<file path="config.mk">
export PLATFORM = sky130hd
export DESIGN_NAME = router_pkt_serializer
export DESIGN_NICKNAME = d
export VERILOG_FILES = /design/src/rtl/router_pkt_serializer.sv
export SDC_FILE = /design/constraint.sdc
export NUM_CORES = 1
export LEC_CHECK = 0
export ABC_AREA = 1
export CORE_MARGIN = 1
export CORE_UTILIZATION = 45
export DETAILED_ROUTE_END_ITERATION = 8
export DONT_BUFFER_PORTS = 1
export PLACE_DENSITY = 0.6
export RECOVER_POWER = 25
export SETUP_SLACK_MARGIN = 0.2
export SLEW_MARGIN = 20
export SYNTH_ARGS = -nofsm -noshare
export SYNTH_HDL_FRONTEND = slang
export SYNTH_SLANG_ARGS = --single-unit
</file>
<file path="constraint.sdc">
create_clock -name clk -period 4.4 [get_ports clk]
set_input_delay 1.1 -clock clk [delete_from_list [all_inputs] [get_ports clk]]
set_output_delay 1.1 -clock clk [all_outputs]
set_load 0.02 [all_outputs]
</file>
<file path="src/rtl/router_pkt_serializer.sv">
// router_pkt_serializer
// Buffers one packet (up to MAX_BYTES) from a byte stream, then sends it on a
// router input port as: 4-bit address (LSB first), PAD_CYCLES pad bits of 1,
// then the payload bytes LSB first with valid_n low. frame_n rises on the
// final payload bit.
//
// state  | meaning
// -------+-----------------------------------------------------------
// IDLE   | waiting for the first byte of a packet
// LOAD   | collecting further bytes until s_last or the buffer is full
// ADDR   | 4 cycles of destination address bits
// PAD    | PAD_CYCLES cycles of pad bits between address and payload
// DATA   | 8 x count payload bits
// GAP    | one quiet cycle before the next packet can be accepted
//
// Serial outputs are registered from the current state, so each one appears
// on the line one cycle after the FSM enters the state that produces it.
module router_pkt_serializer #(
  parameter int MAX_BYTES  = 16,
  parameter int PAD_CYCLES = 5
) (
  input  logic       clk,
  input  logic       reset,
  input  logic       s_valid,
  output logic       s_ready,
  input  logic [7:0] s_data,
  input  logic       s_last,
  input  logic [3:0] s_da,
  output logic       din,
  output logic       frame_n,
  output logic       valid_n,
  output logic       busy,
  output logic       pkt_done,
  output logic       pkt_trunc
);

  localparam int AW     = $clog2(MAX_BYTES);
  localparam int CW     = AW + 1;
  localparam int PH_MAX = (PAD_CYCLES > 4) ? PAD_CYCLES : 4;
  localparam int PW     = $clog2(PH_MAX);

  typedef enum logic [2:0] {
    S_IDLE,
    S_LOAD,
    S_ADDR,
    S_PAD,
    S_DATA,
    S_GAP
  } state_t;

  state_t r_state;
  state_t w_state_nxt;

  logic [7:0]    r_buf [MAX_BYTES];
  logic [CW-1:0] r_cnt;
  logic [AW-1:0] r_bptr;
  logic [2:0]    r_bit;
  logic [PW-1:0] r_phase;
  logic [3:0]    r_da;
  logic          r_rdy_en;

  logic r_din;
  logic r_frame_n;
  logic r_valid_n;
  logic r_pkt_done;
  logic r_pkt_trunc;

  logic          w_xfer;
  logic [CW-1:0] w_cnt_inc;
  logic          w_full;
  logic          w_close;
  logic          w_phase_tc;
  logic          w_last_bit;
  logic [AW-1:0] w_wr_idx;
  logic [7:0]    w_rd_byte;
  logic [1:0]    w_addr_idx;
  logic          w_din_nxt;
  logic          w_frame_nxt;
  logic          w_valid_nxt;
  logic          w_done_nxt;

  // r_rdy_en keeps s_ready low for the first cycle after reset is released.
  assign s_ready    = ((r_state == S_IDLE) || (r_state == S_LOAD)) && r_rdy_en && !reset;
  assign busy       = (r_state != S_IDLE) && !reset;
  assign w_xfer     = s_valid && s_ready;
  assign w_cnt_inc  = (r_state == S_IDLE) ? CW'(1) : r_cnt + CW'(1);
  assign w_full     = (w_cnt_inc == CW'(MAX_BYTES));
  assign w_close    = w_xfer && (s_last || w_full);
  assign w_phase_tc = (r_phase == '0);
  assign w_last_bit = (r_bit == 3'd7) && ({1'b0, r_bptr} == (r_cnt - CW'(1)));
  assign w_wr_idx   = (r_state == S_IDLE) ? '0 : r_cnt[AW-1:0];
  assign w_rd_byte  = r_buf[r_bptr];
  // phase counts 3..0 in ADDR, so the address bit index is its complement
  assign w_addr_idx = ~r_phase[1:0];

  assign din       = r_din;
  assign frame_n   = r_frame_n;
  assign valid_n   = r_valid_n;
  assign pkt_done  = r_pkt_done;
  assign pkt_trunc = r_pkt_trunc;

  // State register
  always_ff @(posedge clk) begin
    if (reset) r_state <= S_IDLE;
    else       r_state <= w_state_nxt;
  end

  // Next-state decode and next serial output values
  always_comb begin
    w_state_nxt = r_state;
    w_din_nxt   = 1'b0;
    w_frame_nxt = 1'b1;
    w_valid_nxt = 1'b1;
    w_done_nxt  = 1'b0;
    case (r_state)
      S_IDLE: begin
        if (w_xfer) w_state_nxt = w_close ? S_ADDR : S_LOAD;
      end
      S_LOAD: begin
        if (w_close) w_state_nxt = S_ADDR;
      end
      S_ADDR: begin
        w_frame_nxt = 1'b0;
        w_din_nxt   = r_da[w_addr_idx];
        if (w_phase_tc) w_state_nxt = (PAD_CYCLES > 0) ? S_PAD : S_DATA;
      end
      S_PAD: begin
        w_frame_nxt = 1'b0;
        w_din_nxt   = 1'b1;
        if (w_phase_tc) w_state_nxt = S_DATA;
      end
      S_DATA: begin
        w_valid_nxt = 1'b0;
        w_din_nxt   = w_rd_byte[r_bit];
        w_frame_nxt = w_last_bit;
        w_done_nxt  = w_last_bit;
        if (w_last_bit) w_state_nxt = S_GAP;
      end
      S_GAP: begin
        w_state_nxt = S_IDLE;
      end
      default: begin
        w_state_nxt = S_IDLE;
      end
    endcase
  end

  // Registered serial outputs and status pulses
  always_ff @(posedge clk) begin
    if (reset) begin
      r_din       <= 1'b0;
      r_frame_n   <= 1'b1;
      r_valid_n   <= 1'b1;
      r_pkt_done  <= 1'b0;
      r_pkt_trunc <= 1'b0;
      r_rdy_en    <= 1'b0;
    end else begin
      r_din       <= w_din_nxt;
      r_frame_n   <= w_frame_nxt;
      r_valid_n   <= w_valid_nxt;
      r_pkt_done  <= w_done_nxt;
      r_pkt_trunc <= w_xfer && w_full && !s_last;
      r_rdy_en    <= 1'b1;
    end
  end

  // Byte count, address latch, phase down-counter and read pointers
  always_ff @(posedge clk) begin
    if (reset) begin
      r_cnt   <= '0;
      r_bptr  <= '0;
      r_bit   <= '0;
      r_phase <= '0;
      r_da    <= '0;
    end else begin
      if (w_xfer) begin
        r_cnt <= w_cnt_inc;
        if (r_state == S_IDLE) r_da <= s_da;
      end
      if (w_close) r_phase <= PW'(3);
      case (r_state)
        S_ADDR: begin
          r_bptr <= '0;
          r_bit  <= '0;
          if (w_phase_tc) r_phase <= PW'(PAD_CYCLES - 1);
          else            r_phase <= r_phase - PW'(1);
        end
        S_PAD: begin
          if (!w_phase_tc) r_phase <= r_phase - PW'(1);
        end
        S_DATA: begin
          r_bit <= r_bit + 3'd1;
          if (r_bit == 3'd7) r_bptr <= r_bptr + AW'(1);
        end
        S_GAP: begin
          r_cnt <= '0;
        end
        default: ;
      endcase
    end
  end

  // Packet buffer write; contents need no reset since the count gates reads
  always_ff @(posedge clk) begin
    if (w_xfer) r_buf[w_wr_idx] <= s_data;
  end

endmodule

</file>
After elaboration in Yosys (flattened, before gate mapping)
Memories as Yosys holds them, arrays and structs flattened. A register that Yosys moved wholly into a read port is not among the register bits. Index checks and enable logic that the tools add are counted.

Register bits after elaboration: 28. Memory bits (writable): 128. Input port bits: 16. Output and inout port bits: 7. Logic and storage cells: 86. Memories: 1.

Memory list: r_buf (depth 16, bits a word 8, rd ports 1, clocked after memory_dff 1, write ports 1, RTL line 54) `logic [7:0] r_buf [MAX_BYTES];`.

$add $sub $neg: 5. Magnitude comparators: 2. Eq/ne operators: 14. Mux-type cells: 28. Bitwise operators: 2. Reductions and logical operators: 22.

Operator list (count): 3-bit two-way mux (8); 4-bit two-way mux (4); 3-bit one-hot mux with 5 select lines (1); 2-bit != test, second input constant (6); 3-bit one-hot mux with 2 select lines (2); 3-bit == test, second input constant (3); 1-bit logical AND (8); 4-bit one-hot mux with 2 select lines (1); 3-bit by 2-bit == test with 1-bit output, second input constant (2); 3-bit zero test (2); 1-bit two-way mux (6); 2-bit OR reduction (3); 5-bit by 1-bit adder with 5-bit output, second input constant (1); 4-bit by 5-bit == test with 1-bit output (1); 5-bit == test, second input constant (1); 5-bit two-way mux (1); 5-bit AND reduction (1); 5-bit by 1-bit subtractor with 5-bit output, second input constant (1); 4-bit by 1-bit adder with 4-bit output, second input constant (1); 3-bit by 4-bit < comparator with 1-bit output, second input constant (1); 2-bit AND reduction (2); 3-bit by 1-bit adder with 3-bit output, second input constant (1); 1-bit binary-select mux with 3-bit select (1); 3-bit by 1-bit == test with 1-bit output, second input constant (1); other kinds (12) (14).

Longest topological paths before layout
Gate-level depths: netlist (run 1).

Depth after elaboration: 9. Depth in mapped cells: 14. Gate-level depth less buffers: 14.

Worst setup path after synthesis (run 1)
Ideal clock, no wire load.

Path type: input to register. Start: in reset. End: mem r_buf[15][0], enable pin. Data arrival time: 2.493 ns. Slack: 1.524 ns. Stages on the path: 7. Path through: inv_2 nand2_1 nor2_2 nand2_1 inv_2 nand2_1 nor3_1.

Cells in the longest elaborated chain, start to end: 5.

RTL lines: start: declaration (RTL line 23) `input logic reset,`; 1-bit zero test (RTL line 83) `assign s_ready = ((r_state == S_IDLE) || (r_state == S_LOAD)) && r_rdy_en && !reset;`; 1-bit logical AND (RTL line 83); net s_ready (RTL line 25) `output logic s_ready,`; 1-bit logical AND (RTL line 85) `assign w_xfer = s_valid && s_ready;`; 1-bit two-way mux (RTL line 205) `if (w_xfer) r_buf[w_wr_idx] <= s_data;`; 1-bit two-way mux (implied by the code) (RTL line 205); end: declaration (RTL line 54).

The timed path passes the listed nets, and every way through them passes these cells.

Worst setup path after layout (run 1)
Start: in reset. End: mem r_buf[13][2], enable pin.

The elaborated chain is that of the path after synthesis.

==> results of run 1 <==
[worst max path at each step]
stage,startpoint,to,slack (ps),cells past startpoint
global route,reset,r_buf[13][2],930,7
global placement,reset,r_buf[9][4],890,7
floorplan,reset,r_buf[15][0],1520,7
finish,reset,r_buf[13][2],1170,7
detailed placement,reset,r_buf[2][4],840,7
CTS,reset,r_buf[2][4],1290,7
[layout by cell type, fill, tap and decap left out, types with 2 or more instances in the layout]
| master | count |
|---|---|
| nand2_1 | 179 |
| nand3_1 | 134 |
| edfxtp_1 | 128 |
| nor2_1 | 34 |
| dfxtp_1 | 31 |
| inv_1 | 23 |
| a21oi_1 | 21 |
| clkbuf_16 | 17 |
| inv_2 | 14 |
| o21ai_0 | 8 |
| ha_1 | 7 |
| nor3_1 | 6 |
| nor2_2 | 5 |
| xnor2_1 | 5 |
| a211oi_1 | 4 |
| nand4_1 | 3 |
| nand2_2 | 3 |
| clkinv_4 | 3 |
| inv_6 | 3 |
| clkbuf_1 | 3 |
| buf_4 | 3 |
| o21a_1 | 2 |
| nand3_2 | 2 |
| xor2_1 | 2 |
| o21bai_1 | 2 |
| o31ai_1 | 2 |
| bufinv_16 | 2 |
| clkinvlp_4 | 2 |
[metal layers]
| layer | GRT usage [%] | wire, µm | vias to the layer above |
|---|---|---|---|
| met2 | 34.2 | 7580 | 130 |
| li1 | - | - | 2247 |
| met1 | 27.7 | 6870 | 2276 |
| met5 | 0 | 0 | - |
| met4 | 8.50 | 311 | 0 |
| met3 | 5.11 | 939 | 26 |
[cells by family (layout without fill, tap and decap cells)]
group / Yosys count / in the layout / synth area share, %
AOI/OAI and AO/OA: 42 / 42 / 3.60
xor gates and xnor gates: 7 / 7 / 0.903
adders and majority gates: 7 / 7 / 1.29
buffers and inverters: 65 / 73 / 3.95
DFF: 160 / 160 / 66.1
and+or+nand+nor: 372 / 372 / 24.2
[final cells by class]
type | instances | area share [%]
inverter | 38 | 1.90
multi-input combinational | 428 | 27.1
tap | 184 | 3.07
clock buffer | 21 | 6.01
timing repair buffer | 3 | 0.300
clock inverter | 11 | 1.77
sequential | 160 | 59.8
[report_power, final]
group	switching, mW	internal (mW)	total (mW)
combinational	0.0483	0.0242	0.0726
sequential	0.00838	1.64	1.65
clock	0.592	0.857	1.45
total	0.648	2.52	3.17
[metrics by stage]
step           instances  util [%]
6_report             845      51.2
5_1_grt              845      51.2
4_1_cts              845      51.2
3_5_place_dp         813      47.2
3_3_place_gp         813      47.2
2_1_floorplan        653         -
[sequential cells by signal, summed over array words and instances (netlist names), 3 cells and up, named ones only]
name / cells
r_buf: 128
r_cnt: 5
r_bptr: 4
r_da: 4
r_bit: 3
r_phase: 3
r_state: 3
[worst min-delay path: stages (launching register included)]
cell and delay (ps):
dfxtp_1 310, nand2_1 60, a21oi_1 50
==> impl_metrics.csv, run 1 <==
group,metric,value,unit
detailed_routing,routed_wl,15.7,mm
global_route,grt_use_total,21.3,%
synth,synth_edf_count,128,
setup_path,path_delay_family,"simple AND/OR/NAND/NOR gates",
synth,synth_top_area_share,56.6,%
power_and_ir_drop,cellPowerDensity,423,nW/µm²
global_route,grt_max_degree,65,
detailed_routing,vias,4679,
setup_path,cp_max_fo,15,
timing,relSlewSlack,30.8,%
cells_and_area,final_area,7500,µm²
global_route,first_global_vias,4520,
synth,synth_top_area_cell,"edfxtp_1",
clock_tree,worstSkewPairLatency,430,ps
setup_path,crit_path_cell_trace,"inv_1 -> nand2_1 -> nor2_2 -> nand2_1 -> nor3_1 -> nand2_1 -> nor2_1",
timing,holdWs,463,ps
power_and_ir_drop,vdd_drop_max,0.292,mV
min_path,worst_hold_path.num_cells,2,
floorplan,start_util,46.3,%
setup_path,crit_top_cell,"nand2_1",
timing,setup_viol,0,
detailed_routing,drtIter0Drc,430,
setup_path,crit_type,"in2reg",
synth,ys.flop_type,"edfxtp_1",
power_and_ir_drop,finalPower,3.17,mW
synth,yosys_warnings,0,
timing,min_period,3230,ps
clock_tree,ctsHoldBuffers,0,
detailed_routing,postRouteAntennaNets,0,
clock_tree,cts_root_buf,"clkbuf_16",
setup_path,slowest_delay,610,ps
place,preCtsSetupSlack,837,ps
detailed_routing,drt-pass1-iter-count,7,
setup_path,start_kind,"input port",
synth,yosysSeqAreaShare,66.1,%
timing,final.setup.worst_slack,1170,ps
global_route,grt_first_pass_wirelength,24.3,mm
timing,rsz0062_at_grt,"no",
setup_path,reg2reg_slack,1560,ps
detailed_routing,routedWlPerCell,18.6,µm
synth,avgSynthCellArea,10.4,µm²
place,placed_area,6920,µm²
detailed_routing,drc,2,
global_route,overflow,0,
min_path,holdCritPathClass,"reg2reg",
floorplan,ios,23,
detailed_routing,vias_per_cell,5.54,
setup_path,rr_endpoint,"r_buf[13][2]",
status,violations,"design-rule violations",
setup_path,cp.arrival,3290,ps
clock_tree,cts_max_level,4,
cells_and_area,fin_nets,671,
clock_tree,cts_tree,"built",
setup_path,required,4460,ps
global_route,antenna_found_initial,0,
timing,fin_tns_setup,0,ps
clock_tree,cts_setup_buffers,0,
synth,synth.top_cells.by_count,"nand2_1, nand3_1, edfxtp_1",
synth,post-synth-top-count-cell,"nand2_1",
timing,clock_skew,7.84,ps
synth,postSynthCellCount,653,
power_and_ir_drop,p_leak,2.69,nW
cells_and_area,seq_area,4490,µm²
cells_and_area,fillers,1323,
clock_tree,clock_sinks,160,
min_path,min-delay-start,"r_da[0]",
floorplan,die_w,125,µm
cells_and_area,diodes,0,
run,maxCapViolCount,0,
cells_and_area,area_growth,10.5,%
timing,slew_viol_final,0,
setup_path,end_kind,"flip-flop",
synth,syn_nets,676,
clock_tree,clk_path_buf_depth,2,
cells_and_area,multiInputGateArea,2030,µm²
setup_path,crit_buf_inv,1,
cells_and_area,drive_above_1_share,9.08,%
place,io_buffers,0,
floorplan,rows,44,
clock_tree,clk_pin_slew_worst_paths,60,ps
synth,synth.area.top_cells,"edfxtp_1, nand2_1, nand3_1",
floorplan,core_area,14600,µm²
setup_path,r2r-start,"r_state[2]",
place,dp_hpwl,10.4,mm
floorplan,die_y,125,µm
synth,synth-seq-cells,160,
synth,synth-async-reset-ratio,0,%
timing,min_period_over_period,73.3,%
timing,worst_pin_slew,1040,ps
synth,ys_types,35,
timing,fmax,310,MHz
setup_path,ff2ff_path_depth,7,
floorplan,die-area,15600,µm²
status,outcome,"finished, violations left",
place,routabilityCongestion,0.890,
min_path,min_to,"r_da[0]",
clock_tree,cts_buffers,17,
timing,final_hold_viol_count,0,
setup_path,slowest_stage,"nor2_1",
synth,synth_area,6790,µm²
clock_tree,cts-resized-gates,0,
Power figures use the tool's default switching activity.
==> run 2, diff against run 1 <==
==> constraint.sdc (replaced) <==
create_clock -name clk -period 3.11 [get_ports clk]
set_input_delay 0.7775 -clock clk [delete_from_list [all_inputs] [get_ports clk]]
set_output_delay 0.7775 -clock clk [all_outputs]
set_load 0.02 [all_outputs]
==> run 2 against run 1 <==
Net effect: the run still ends with design-rule violations left; combinational power increased by 45%; clock-buffer cell count increased by 3; hold slack got worse by 40 ps; cell area increased by 2.3%; non-clock buffer count increased by 16; worst setup slack got worse by 440 ps; cell count increased by 1.9%; routed wire length increased by 3.8%; critical path type unchanged.
==> impl_metrics.csv, run 2 (same netlist as run 1, synthesis figures left out) <==
group,metric,value,unit
timing,slew_viol_final,0,
timing,rsz0062_at_grt,"no",
global_route,antenna_found_initial,0,
detailed_routing,routed_wl,16.3,mm
setup_path,cp_max_fo,15,
clock_tree,ctsHoldBuffers,0,
detailed_routing,routedWlPerCell,18.9,µm
cells_and_area,seq_area,4490,µm²
timing,setup_viol,0,
floorplan,start_util,46.3,%
place,dp_hpwl,10.6,mm
floorplan,ios,23,
detailed_routing,drt-pass1-iter-count,7,
power_and_ir_drop,vdd_drop_max,0.425,mV
timing,fmax,422,MHz
detailed_routing,vias,4756,
clock_tree,cts_tree,"built",
run,maxCapViolCount,0,
cells_and_area,diodes,0,
cells_and_area,utilization,52.4,%
floorplan,die_y,125,µm
global_route,first_global_vias,4699,
clock_tree,cts_setup_buffers,0,
global_route,grt_max_degree,65,
timing,min_period_over_period,76.3,%
cells_and_area,final_cell_mix,"nand2_1, nand3_1, edfxtp_1",
power_and_ir_drop,p_leak,2.80,nW
timing,relSlewSlack,27.9,%
status,violations,"design-rule violations",
clock_tree,cts-resized-gates,0,
clock_tree,clk_path_buf_depth,2,
detailed_routing,postRouteAntennaNets,0,
clock_tree,cts_max_level,4,
floorplan,rows,44,
min_path,holdCritPathClass,"in2reg",
clock_tree,clock_sinks,160,
timing,clock_skew,15.0,ps
cells_and_area,reg_top3,"r_buf x128, r_cnt x5",
clock_tree,cts_buffers,17,
global_route,overflow,0,
cells_and_area,largest_reg_flops,128,
place,io_buffers,0,
clock_tree,worstSkewPairLatency,430,ps
floorplan,die-area,15600,µm²
detailed_routing,vias_per_cell,5.52,
cells_and_area,fin_nets,687,
floorplan,core_area,14600,µm²
detailed_routing,drc,2,
place,routabilityCongestion,0.908,
global_route,grt_first_pass_wirelength,25.6,mm
timing,min_period,2370,ps
clock_tree,cts_root_buf,"clkbuf_16",
setup_path,required,3160,ps
status,outcome,"finished, violations left",
cells_and_area,layout_commonest_cell,"nand2_1",
cells_and_area,drive_above_1_share,11.2,%
cells_and_area,top_register,"r_buf",
timing,worst_pin_slew,1080,ps
timing,fin_tns_setup,0,ps
setup_path,cp.arrival,2420,ps
global_route,grt_use_total,22.2,%
setup_path,end_kind,"flip-flop",
clock_tree,clk_pin_slew_worst_paths,60,ps
detailed_routing,drtIter0Drc,479,
setup_path,start_kind,"input port",
cells_and_area,fillers,1296,
power_and_ir_drop,finalPower,4.60,mW
setup_path,crit_type,"in2reg",
floorplan,die_w,125,µm
timing,final_hold_viol_count,0,
power_and_ir_drop,cellPowerDensity,599,nW/µm²
cells_and_area,multiInputGateArea,2030,µm²
cells_and_area,area_growth,13.1,%
[run 2: cell types whose count changed in the layout (fill, tap and decap cells not counted)]
cell and change:
buf_4 +15, clkbuf_16 +3, inv_6 -3, clkinv_2 +2, clkinv_4 -2, buf_12 +1
[run 2: power by group]
group          internal [mW]  switching, mW
registers               2.32         0.0112
logic                 0.0374         0.0679
clock network           1.34          0.810
[run 2: critical path, cell delays in order]
cell and delay (ps):
inv_1 200, nand2_1 100, nor2_2 130, nand2_1 140, inv_2 180, nand2_1 160, o21a_1 200, nor2_1 520
[run 2: path summary, 6_finish.rpt]
check	start	endpoint	slack, ps	depth (start not counted)
setup / recovery	reset	r_buf[4][4]	740	8
hold / removal	reset	r_state[2]	420	1
setup reg to reg	r_state[2]	r_buf[4][4]	820	8
hold reg to reg	r_da[3]	r_da[3]	470	2
[run 2: stage by stage]
stage	cells	instance area [µm²]	hold WS [ps]	setup slack, ps
2_1_floorplan	653	6790	435	557
3_3_place_gp	829	7050	456	571
3_5_place_dp	829	7050	457	434
4_1_cts	861	7670	402	773
5_1_grt	861	7670	405	611
6_report	861	7670	423	738
[run 2: final cells by class]
type                            instances  share of cell area (%)
Sequential cell                       160                    58.5
Multi-Input combinational cell        428                    26.5
Clock buffer                           24                    6.85
Tap cell                              184                    3.00
Timing Repair Buffer                   19                    2.02
Inverter                               38                    1.86
Clock inverter                          8                    1.29
[run 2: per-layer routing]
layer | GRT usage (%) | share of wire [%] | vias up
met5 | 0 | 0 | -
met4 | 7.70 | 1.9 | 0
met3 | 5.76 | 5.5 | 22
met2 | 35.1 | 47 | 152
met1 | 29.7 | 45 | 2300
li1 | - | - | 2282
